### config.mk
export PLATFORM = sky130hd
export DESIGN_NAME = program_loader
export DESIGN_NICKNAME = d
export VERILOG_FILES = /design/src/rtl/program_loader.sv
export SDC_FILE = /design/constraint.sdc
export NUM_CORES = 1
export LEC_CHECK = 0
export ABC_AREA = 1
export CORE_MARGIN = 2
export CORE_UTILIZATION = 56
export DETAILED_ROUTE_END_ITERATION = 16
export PLACE_DENSITY_LB_ADDON = 0.15
export RECOVER_POWER = 25
export SYNTH_ARGS = -nofsm -noshare
export SYNTH_HDL_FRONTEND = slang
export SYNTH_SLANG_ARGS = --single-unit
### constraint.sdc
create_clock -name clk -period 2.75 [get_ports clk]
set_input_delay 0.55 -clock clk [delete_from_list [all_inputs] [get_ports clk]]
set_output_delay 0.55 -clock clk [all_outputs]
set_load 0.05 [all_outputs]
### src/rtl/program_loader.sv
// ============================================================================
// Module   : program_loader
// Function : UART byte-stream boot loader. It takes a 32-bit word count
//            followed by that many words, writes them into instruction memory,
//            sends an 8'hAA acknowledge byte, then releases the CPU reset.
// Revision : 1.0 - initial release
// ============================================================================
`default_nettype none

module program_loader #(
  parameter int ADDR_WIDTH = 16
) (
  input  logic                  clk,
  input  logic                  reset,
  input  logic                  rx_valid,
  input  logic [7:0]            rx_data,
  output logic                  rom_wren,
  output logic [ADDR_WIDTH-1:0] rom_address,
  output logic [31:0]           rom_write_data,
  output logic                  tx_valid,
  output logic [7:0]            tx_data,
  input  logic                  tx_ready,
  output logic                  cpu_reset_n,
  output logic                  error
);

  localparam int          IDX_W     = ADDR_WIDTH - 2;
  localparam logic [32:0] MAX_WORDS = 33'd1 << IDX_W;
  localparam logic [7:0]  ACK_BYTE  = 8'hAA;

  localparam logic [2:0] ST_COUNT = 3'd0;
  localparam logic [2:0] ST_DATA  = 3'd1;
  localparam logic [2:0] ST_ACK   = 3'd2;
  localparam logic [2:0] ST_RUN   = 3'd3;
  localparam logic [2:0] ST_ERROR = 3'd4;

  logic [2:0]       state;
  logic [2:0]       state_next;
  logic [1:0]       byte_cnt;
  logic [23:0]      byte_buf;
  logic [31:0]      word_count;
  logic [IDX_W-1:0] word_idx;

  logic             accepting;
  logic             word_done;
  logic             last_word;
  logic [31:0]      assembled;

  logic                  rom_wren_next;
  logic [ADDR_WIDTH-1:0] rom_address_next;
  logic [31:0]           rom_write_data_next;
  logic                  tx_valid_next;
  logic [7:0]            tx_data_next;
  logic                  cpu_reset_n_next;
  logic                  error_next;

  assign accepting = rx_valid && ((state == ST_COUNT) || (state == ST_DATA));
  assign word_done = accepting && (byte_cnt == 2'd3);
  // The incoming byte completes the word directly; only three bytes need storing.
  assign assembled = {rx_data, byte_buf};
  assign last_word = ({{(32-IDX_W){1'b0}}, word_idx} == (word_count - 32'd1));

  // State register
  always_ff @(posedge clk) begin
    if (reset) begin
      state <= ST_COUNT;
    end else begin
      state <= state_next;
    end
  end

  // Next-state logic
  always_comb begin
    state_next = state;
    case (state)
      ST_COUNT: begin
        if (word_done) begin
          if (assembled == 32'd0) begin
            state_next = ST_ACK;
          end else if ({1'b0, assembled} > MAX_WORDS) begin
            state_next = ST_ERROR;
          end else begin
            state_next = ST_DATA;
          end
        end
      end
      ST_DATA: begin
        if (word_done && last_word) begin
          state_next = ST_ACK;
        end
      end
      ST_ACK: begin
        if (tx_ready) begin
          state_next = ST_RUN;
        end
      end
      ST_RUN:   state_next = ST_RUN;
      ST_ERROR: state_next = ST_ERROR;
      default:  state_next = ST_ERROR;
    endcase
  end

  // Byte assembly, word count and word index
  always_ff @(posedge clk) begin
    if (reset) begin
      byte_cnt   <= 2'd0;
      byte_buf   <= 24'd0;
      word_count <= 32'd0;
      word_idx   <= '0;
    end else if (accepting) begin
      byte_cnt <= byte_cnt + 2'd1;
      case (byte_cnt)
        2'd0:    byte_buf[7:0]   <= rx_data;
        2'd1:    byte_buf[15:8]  <= rx_data;
        2'd2:    byte_buf[23:16] <= rx_data;
        default: byte_buf        <= byte_buf;
      endcase
      if (word_done) begin
        if (state == ST_COUNT) begin
          word_count <= assembled;
          word_idx   <= '0;
        end else if (!last_word) begin
          // Held on the last word so a full-capacity load never wraps the index.
          word_idx <= word_idx + 1'b1;
        end
      end
    end
  end

  // Output next-value logic; outputs follow the state being entered
  always_comb begin
    rom_wren_next       = word_done && (state == ST_DATA);
    rom_address_next    = rom_address;
    rom_write_data_next = rom_write_data;
    if (rom_wren_next) begin
      rom_address_next    = {word_idx, 2'b00};
      rom_write_data_next = assembled;
    end
    tx_valid_next    = (state_next == ST_ACK);
    tx_data_next     = (state_next == ST_ACK) ? ACK_BYTE : tx_data;
    cpu_reset_n_next = (state_next == ST_RUN);
    error_next       = (state_next == ST_ERROR);
  end

  // Output registers
  always_ff @(posedge clk) begin
    if (reset) begin
      rom_wren       <= 1'b0;
      rom_address    <= '0;
      rom_write_data <= 32'd0;
      tx_valid       <= 1'b0;
      tx_data        <= 8'd0;
      cpu_reset_n    <= 1'b0;
      error          <= 1'b0;
    end else begin
      rom_wren       <= rom_wren_next;
      rom_address    <= rom_address_next;
      rom_write_data <= rom_write_data_next;
      tx_valid       <= tx_valid_next;
      tx_data        <= tx_data_next;
      cpu_reset_n    <= cpu_reset_n_next;
      error          <= error_next;
    end
  end

endmodule

`default_nettype wire

# Word level (Yosys, flattened, before mapping)
# Index checks and enable logic that the tools add are counted.
# classes
n_eq_ne	11
shifts	0
bitwise	0
mul	0
order_cmp	1
muxes	8
div	0
n_addsub	3
n_reduce_logical	13
# ops
op	n
== test 14 x 32 -> 1 bit	1
greater-than comparator 32 x 15 -> 1 bit, second input constant	1
zero test 32 bit	1
subtractor 32 x 1 -> 32 bit, second input constant	1
2-to-1 mux 14 bit	2
2-to-1 mux 3 bit	5
adder 14 x 1 -> 14 bit, second input constant	1
== test 3 x 2 -> 1 bit, second input constant	4
one-hot mux 3 bit (4 select lines)	1
AND reduction 2 bit	3
AND reduction 3 bit	2
== test 2 bit, second input constant	2
logical AND 1 bit	4
== test 3 x 1 -> 1 bit, second input constant	1
== test 3 bit, second input constant	1
zero test 3 bit	1
adder 2 x 1 -> 2 bit, second input constant	1
== test 2 x 1 -> 1 bit, second input constant	1
zero test 2 bit	1
!= test 2 x 1 -> 1 bit, second input constant	1
logical OR 1 bit	1
# word_totals
memories	0
out_inout_bits	60
register_bits	126
ram_bits	0
input_bits	12
word_cells	50
rom_bits	0
latchBits	0

# Depth between registers and ports, before layout
# Gate-level depths: netlist of run 1.
# depth
ltp_word	8
depth_mapped	20

# Worst setup path before layout of run 1
# No wires, ideal clock.
# synth_path
kind	flip-flop to flip-flop
startpoint	register word_count[0]
endpoint	register word_idx[4]
t_arrival_ps	1916
path_stages_with_launch	19
setup_ps	131
path_slack_ps	703
cell_sequence	dfxtp_1 > inv_2 > ha_1 > nand2_1 > nor2_1 > nand2_2 > nor2_4 > nand2_1 > nand2_1 > nand2_1 > nor2_1 > nand2_1 > nor2_4 > nand3_2 > nand2_4 > inv_2 > buf_6 > nand2_1 > a21oi_2
# synth_via
elab_chain_len	4
# synth_lines
item	line_no	source
start, declared	41	logic [31:0] word_count;
start signal, assigned	120	word_count <= assembled;
subtractor 32 x 1 -> 32 bit	61	assign last_word = ({{(32-IDX_W){1'b0}}, word_idx} == (word_count - 32'd1));
== test 14 x 32 -> 1 bit	61	
!= test 2 x 1 -> 1 bit (no source line)	n/a	
AND reduction 3 bit (no source line)	n/a	
end signal, assigned	124	word_idx <= word_idx + 1'b1;
end, declared	42	logic [IDX_W-1:0] word_idx;
# Every way passes these cells.
# A chain may end at the register's enable or synchronous reset.

# Worst setup path after layout of run 1
# layout_path
startpoint	register word_count[0]
endpoint	register word_idx[0]
# The elaborated chain is that of the path after synthesis.

==> results of run 1 <==
-- layout make-up --
cell class	instances	area (um2)
fillers	910	3320
repair buffers	77	743
clock buffers	20	445
flip-flops and latches	126	2520
clock inverters	12	159
multi-input cells	662	3120
inverters	69	259
well taps	140	175
-- per-stage QoR --
stage / cells / setup slack [ps] / total power, W
after global routing: 1106 / 22.1 / 0.00494
after CTS: 1106 / 279 / 0.00479
after detailed placement: 1074 / 213 / 0.00252
final: 1106 / 231 / 0.00478
after global placement: 1074 / 292 / 0.00251
after floorplan: 909 / 703 / 0.00237
-- logic make-up after synthesis --
group | share of synthesized area, %
buffers and inverters | 8.40
AOI/OAI and AO/OA | 14.4
adders and majority gates | 1.22
other | 0.0611
and+or+nand+nor | 31.4
DFF | 41.1
xor gates and xnor gates | 3.43
-- worst max-delay path: cells and delay by family, from the launching register on --
family / cells / cell delay, ps
compound gates: 1 / 170
fa+ha+maj: 1 / 190
buf+inv: 2 / 220
flops: 1 / 330
simple gates: 13 / 1500
-- layer usage --
metal | GRT usage [%] | part of all wire (%)
met1 | 41.3 | 46
met2 | 46.4 | 45
met3 | 6.52 | 7.2
met4 | 11.4 | 2.0
met5 | 0 | 0
-- sequential cells by signal, indices dropped and copies added, names as in the netlist --
signal and count:
tx_data 1, state 3, byte_buf 24, cpu_reset_n 1, error 1, word_idx 14, rom_address 14, rom_write_data 32
word_count 32, byte_cnt 2, rom_wren 1, tx_valid 1
-- worst max path at each step --
stage,startpoint,to,slack [ps],cells past startpoint
3_3_place_gp,rx_valid,word_idx[2],290,10
3_5_place_dp,rx_valid,word_idx[2],210,10
5_1_grt,word_count[0],word_idx[0],20,16
2_1_floorplan,word_count[0],word_idx[4],700,18
4_1_cts,word_count[0],word_idx[0],280,15
6_report,word_count[0],word_idx[0],230,17
-- cells in the final DEF, fill, tap and decap left out, types with 5 or more instances in the layout --
| cell type | count |
|---|---|
| sky130_fd_sc_hd__xor2_1 | 18 |
| sky130_fd_sc_hd__buf_4 | 6 |
| sky130_fd_sc_hd__nor2_2 | 5 |
| sky130_fd_sc_hd__clkdlybuf4s50_1 | 64 |
| sky130_fd_sc_hd__inv_1 | 66 |
| sky130_fd_sc_hd__clkbuf_1 | 5 |
| sky130_fd_sc_hd__dfxtp_1 | 126 |
| sky130_fd_sc_hd__nand3_1 | 48 |
| sky130_fd_sc_hd__a21oi_1 | 78 |
| sky130_fd_sc_hd__conb_1 | 6 |
| sky130_fd_sc_hd__nor2_4 | 8 |
| sky130_fd_sc_hd__nand4_1 | 12 |
| sky130_fd_sc_hd__clkbuf_16 | 16 |
| sky130_fd_sc_hd__nor3_1 | 10 |
| sky130_fd_sc_hd__nand2_1 | 179 |
| sky130_fd_sc_hd__o21ai_0 | 90 |
| sky130_fd_sc_hd__nor2_1 | 172 |
| sky130_fd_sc_hd__ha_1 | 6 |
| sky130_fd_sc_hd__nor4_1 | 5 |
| sky130_fd_sc_hd__xnor2_1 | 6 |
-- where the power goes --
part	total [W]	internal [W]	switching, W
clock network	0.00229	0.00143	0.000857
registers	0.00190	0.00186	0.0000430
logic	0.000579	0.000191	0.000388
==> flow_summary.rst, run 1 <==
.. list-table::
   :header-rows: 1

   * - Metric
     - Value
   * - 1st-pass router iterations
     - 5
   * - Kind of path behind the tightest hold check
     - flip-flop to flip-flop
   * - Worst max-slew margin expressed relative to the limit
     - 27.6%
   * - Sequential cell area fraction in the yosys report
     - 41.1%
   * - Clock Tree Buf Depth
     - 2
   * - Final design utilization
     - 69.1%
   * - Routed wire length
     - 17100 um
   * - Leakage power
     - 3.20 nW
   * - Synthesized area per cell
     - 6.79 um2
   * - Flip-flop cell with the highest count after synthesis
     - sky130_fd_sc_hd__dfxtp_1
   * - Largest area contributor in the netlist
     - sky130_fd_sc_hd__dfxtp_1
   * - GRT Residual Overflow
     - 0
   * - Setup repair after global routing missed its margin
     - false
   * - Port bufs
     - 65
   * - Worst-skew pair later-pin latency
     - 540 ps
   * - Average via count per standard cell
     - 5.50
   * - Yosys synthesis warning count
     - 0
   * - Placer's final routability congestion estimate
     - 0.987
   * - Final hold slack
     - 504 ps
   * - Design area
     - 7430 um2
   * - Post-detail-place hpwl
     - 12400 um
   * - Share of Yosys cell area claimed by the top area cell type
     - 41.1%
   * - Height of the die
     - 109 um
   * - I/O pin cnt
     - 72
   * - Top-count cell post-synth
     - sky130_fd_sc_hd__nand2_1
   * - Stage delay of the slowest cell on the critical path
     - 330 ps
   * - Tcrit/Tclk final
     - 91.6%
   * - Post-synth cell types
     - 37
   * - Tightest Pin Transition
     - 1090 ps
   * - Reg clk slew, reported paths
     - 60 ps
   * - Setup Skew
     - 14.5 ps
   * - Run status
     - complete, no violations
   * - Hold path endpoint
     - byte_buf[19]
   * - Number of antenna violations at the first check in global routing
     - 0
   * - Cts bufs inserted
     - 17
   * - Reg2Reg Launch Point
     - word_count[0]
   * - Share of flip-flops with an asynchronous set or reset after synthesis
     - 0%
   * - CTS tree
     - built
   * - Endpoint type of the worst setup path
     - flip-flop
   * - Count of nets left with antenna violations after detail routing
     - 0
   * - Worst-path cell with the longest stage delay
     - sky130_fd_sc_hd__dfxtp_1
   * - Number of placement rows
     - 38
   * - Leading cell types by total area after synthesis
     - sky130_fd_sc_hd__dfxtp_1 (41%), sky130_fd_sc_hd__nand2_1 (11%), sky130_fd_sc_hd__nor2_1 (11%)
   * - Pwr/cell area
     - 643 nW/um2
   * - Max Slew Vio Count
     - 0
   * - Accumulated negative setup slack
     - 0 ps
   * - N_diodes
     - 0
   * - Remaining design rule violation count
     - 0
   * - Global-route wire length before repair
     - 27400 um
   * - Cell repeated most along the worst path
     - sky130_fd_sc_hd__nand2_1
   * - Most used standard cells in the synthesized netlist
     - sky130_fd_sc_hd__nand2_1 (179), sky130_fd_sc_hd__nor2_1 (173), sky130_fd_sc_hd__dfxtp_1 (126)
   * - Instance area after placement
     - 6850 um2
   * - Die extent in x
     - 109 um
   * - Count of final setup violators
     - 0
   * - Worst Path Class, Setup
     - flip-flop to flip-flop
   * - Starting density of the core
     - 57.1%
   * - Fraction of final layout cells with drive strength greater than 1
     - 6.31%
   * - Total number of clock tree sinks
     - 126
   * - Post-cts sizing count
     - 0
   * - Worst endpoint data arrival time
     - 2960 ps
   * - Startpoint class of the critical path
     - flip-flop
   * - Layout-stage area growth over the synthesis result
     - 21.1%
   * - Number of post-CTS setup repair buffers
     - 0
   * - Cell-by-cell trace of the critical path
     - inv_2, ha_1, nand2_1, nor2_1, nand2_2, nor2_4, nand2_1, nand2_1, nand2_1, nor2_1, nand2_1, nor2_4, nand3_2, nand2_4, inv_2, o21ai_0, nor2_1
   * - GR Util All Layers
     - 30.1%
   * - Number of buffers added to fix hold violations after cts
     - 0
   * - Top fanout value on the critical path
     - 15
   * - DRT iter0 DRCs
     - 517
   * - Maximum ir drop on the vdd rail
     - 0.490 mV
   * - Number of nets in the finished design
     - 971
   * - Logic depth of the worst register-to-register path
     - 17
   * - Synthesized area
     - 6140 um2
   * - Synthesized instance count
     - 904
   * - Worst EP required
     - 3190 ps
   * - Maxcap violations
     - 0
   * - Max Clk Rate
     - 397 MHz
   * - Pin count of the biggest net entering global routing
     - 39
   * - Via count of the first global-routing pass
     - 5515
   * - Buffer cell driving the clock tree root
     - sky130_fd_sc_hd__clkbuf_8
   * - Reg-to-reg critical path endpoint
     - word_idx[0]
   * - Routed length per instance
     - 15.5 um
   * - Core Box Area
     - 10700 um2
   * - Via total after detailed routing
     - 6084
   * - Slack of the worst reg-to-reg path
     - 230 ps
   * - Min-Delay Startpoint
     - byte_buf[19]
   * - Die Footprint
     - 11800 um2
   * - Number of enable-type register cells in the synthesized netlist
     - 0
   * - Number of hold violations in the final report
     - 0
   * - Cell depth of the worst min-delay path
     - 2
   * - Post-synthesis register bit count
     - 126
   * - Final critical-path required period
     - 2520 ps
   * - H-Tree Level Count
     - 4
(Power assumes the default switching activity.)
==> run 2: changes to the inputs <==
- CAP_MARGIN: not set -> 20
==> results of run 2 <==
Final layout, timing and power as in run 1 (identical DEF).
==> variant, RTL diff (flow settings as in run 1) <==
The parameter `ADDR_WIDTH` goes from 16 to 14.
--- a/src/rtl/program_loader.sv
+++ b/src/rtl/program_loader.sv
@@ -8,7 +8,7 @@
 `default_nettype none
 
 module program_loader #(
-  parameter int ADDR_WIDTH = 16
+  parameter int ADDR_WIDTH = 14
 ) (
   input  logic                  clk,
   input  logic                  reset,
Ports: changed (resized rom_address); port bits go from 72 to 70. No check against the original RTL was run, so the function may have changed too.
==> variant against run 1 <==
Design area shrank 2.5%. Worst setup slack gained 0.048 ns. Count of clock-buffer cells in the layout grew 1. First-iteration DRC count grew 10%. Largest cell class unchanged. Non-clock buffer count shrank 4. Sequential cell count shrank 4. Critical path depth shrank 1. Total power shrank 2.2%. Routed wire length shrank 6.1%. Area after synthesis shrank 2.2%.
==> variant: results (changes against run 1) <==
### Place
* **area post-placement** 6690 um2, was 6850 um2
* **total instance count after detailed placement** 1,020, was 1,074
* **total of buffers placed on input and output ports** 63, was 65

### Setup path
* **depth of the worst register-to-register path** 16, was 17
* **Arr. time, crit path** 2.91 ns, was 2.96 ns
* **crit path max fanout** 10, was 15

### Logic synthesis
* **commonest cells in the netlist** sky130_fd_sc_hd__nand2_1 (127), sky130_fd_sc_hd__dfxtp_1 (122), sky130_fd_sc_hd__o21ai_0 (106), was sky130_fd_sc_hd__nand2_1 (179), sky130_fd_sc_hd__nor2_1 (173), sky130_fd_sc_hd__dfxtp_1 (126)
* **Synth area leaders** sky130_fd_sc_hd__dfxtp_1 (41%), sky130_fd_sc_hd__o21ai_0 (8.8%), sky130_fd_sc_hd__a21oi_1 (8.4%), was sky130_fd_sc_hd__dfxtp_1 (41%), sky130_fd_sc_hd__nand2_1 (11%), sky130_fd_sc_hd__nor2_1 (11%)
* **number of storage elements in the synthesis netlist** 122, was 126
* **fraction of the mapped netlist area in adder cells** 1.25%, was 1.22%
* **sequential element share of the synthesized area** 40.7%, was 41.1%
* **number of distinct library cells after synthesis** 34, was 37
* **number of cells produced by synthesis** 857, was 904
* **fraction of synthesized cell area in xor and xnor cells** 2.63%, was 3.43%

### Finish
* **number of multi-input combinational cells** 588, was 662
* **fin nets** 921, was 971
* **Inverters excl. clock** 101, was 69
* **number of clock-tree buffers in the layout** 21, was 20

### Global routing
* **global-route usage over all layers** 28.9%, was 30.1%
* **vias in the first global route** 5,467, was 5,515

### Routing
* **post-DR wirelength/cell** 15.3 um, was 15.5 um
* **Initial DRT Pass Iterations** 7, was 5

### Pwr
* **worst vdd ir** 0.396 mV, was 0.490 mV
* **static leakage** 3.10 nW, was 3.20 nW

### Outcome
* **run status** finished, final reports clean, unchanged

### Clocking
* **clock latency reported for the late side of the worst-skew pair** 0.51 ns, was 0.54 ns

### Hold path
* **hold path endpoint** byte_buf[14], was byte_buf[19]

[variant: cell count changes in the layout (fill, tap and decap cells not counted), sizes merged, moves of 5 or more]
cell,before,now
nor2,185,113
nand2,183,145
a21oi,79,110
inv,70,99
o21ai,92,113
nand3,50,43
nor4,5,0
[variant: worst max-delay path by stage]
stage | from | end | slack, ns | depth (start not counted)
after global routing | word_count[0] | tx_data[1] | 0.07 | 14
after CTS | word_count[0] | word_idx[1] | 0.38 | 17
after detailed placement | rx_valid | word_count[28] | 0.29 | 8
after floorplan | word_count[0] | word_idx[10] | 0.72 | 14
final | word_count[0] | tx_data[1] | 0.28 | 16
after global placement | rx_valid | word_count[6] | 0.37 | 8
[variant: logic make-up (layout without fill, tap and decap cells)]
kind of cell,count (synthesis),in the layout
fa+ha+maj,6,6
xor+xnor,18,18
flops,122,122
simple gates,332,332
other cells,1,6
buf+inv,152,206
compound gates,226,226
[variant: per-layer routing]
layer  part of all wire (%)  up-vias
met1                     45     2681
met4                    1.4        0
li1                       -     2866
met5                      0        -
met2                     46      247
met3                    7.5       20
[variant: power breakdown]
group	leakage (nW)	total (W)	switching [W]	internal (W)
clock network	0.282	0.00220	0.000801	0.00140
registers	0.987	0.00185	0.0000329	0.00181
logic	1.83	0.000620	0.000420	0.000200
total	3.10	0.00467	0.00125	0.00342
[variant: critical path: cells and delay by family (launching register included)]
kind | cells | cell delay, ns
compound gates | 1 | 0.23
fa+ha+maj | 1 | 0.25
buf+inv | 2 | 0.17
flops | 1 | 0.32
simple gates | 12 | 1.42
[variant: per-stage QoR]
| stage | hold slack, ns | util [%] |
|---|---|---|
| floorplan | 0.464 | - |
| global placement | 0.494 | 64.5 |
| detailed placement | 0.499 | 64.5 |
| CTS | 0.508 | 70.2 |
| global route | 0.554 | 69.9 |
| finish | 0.513 | 69.9 |
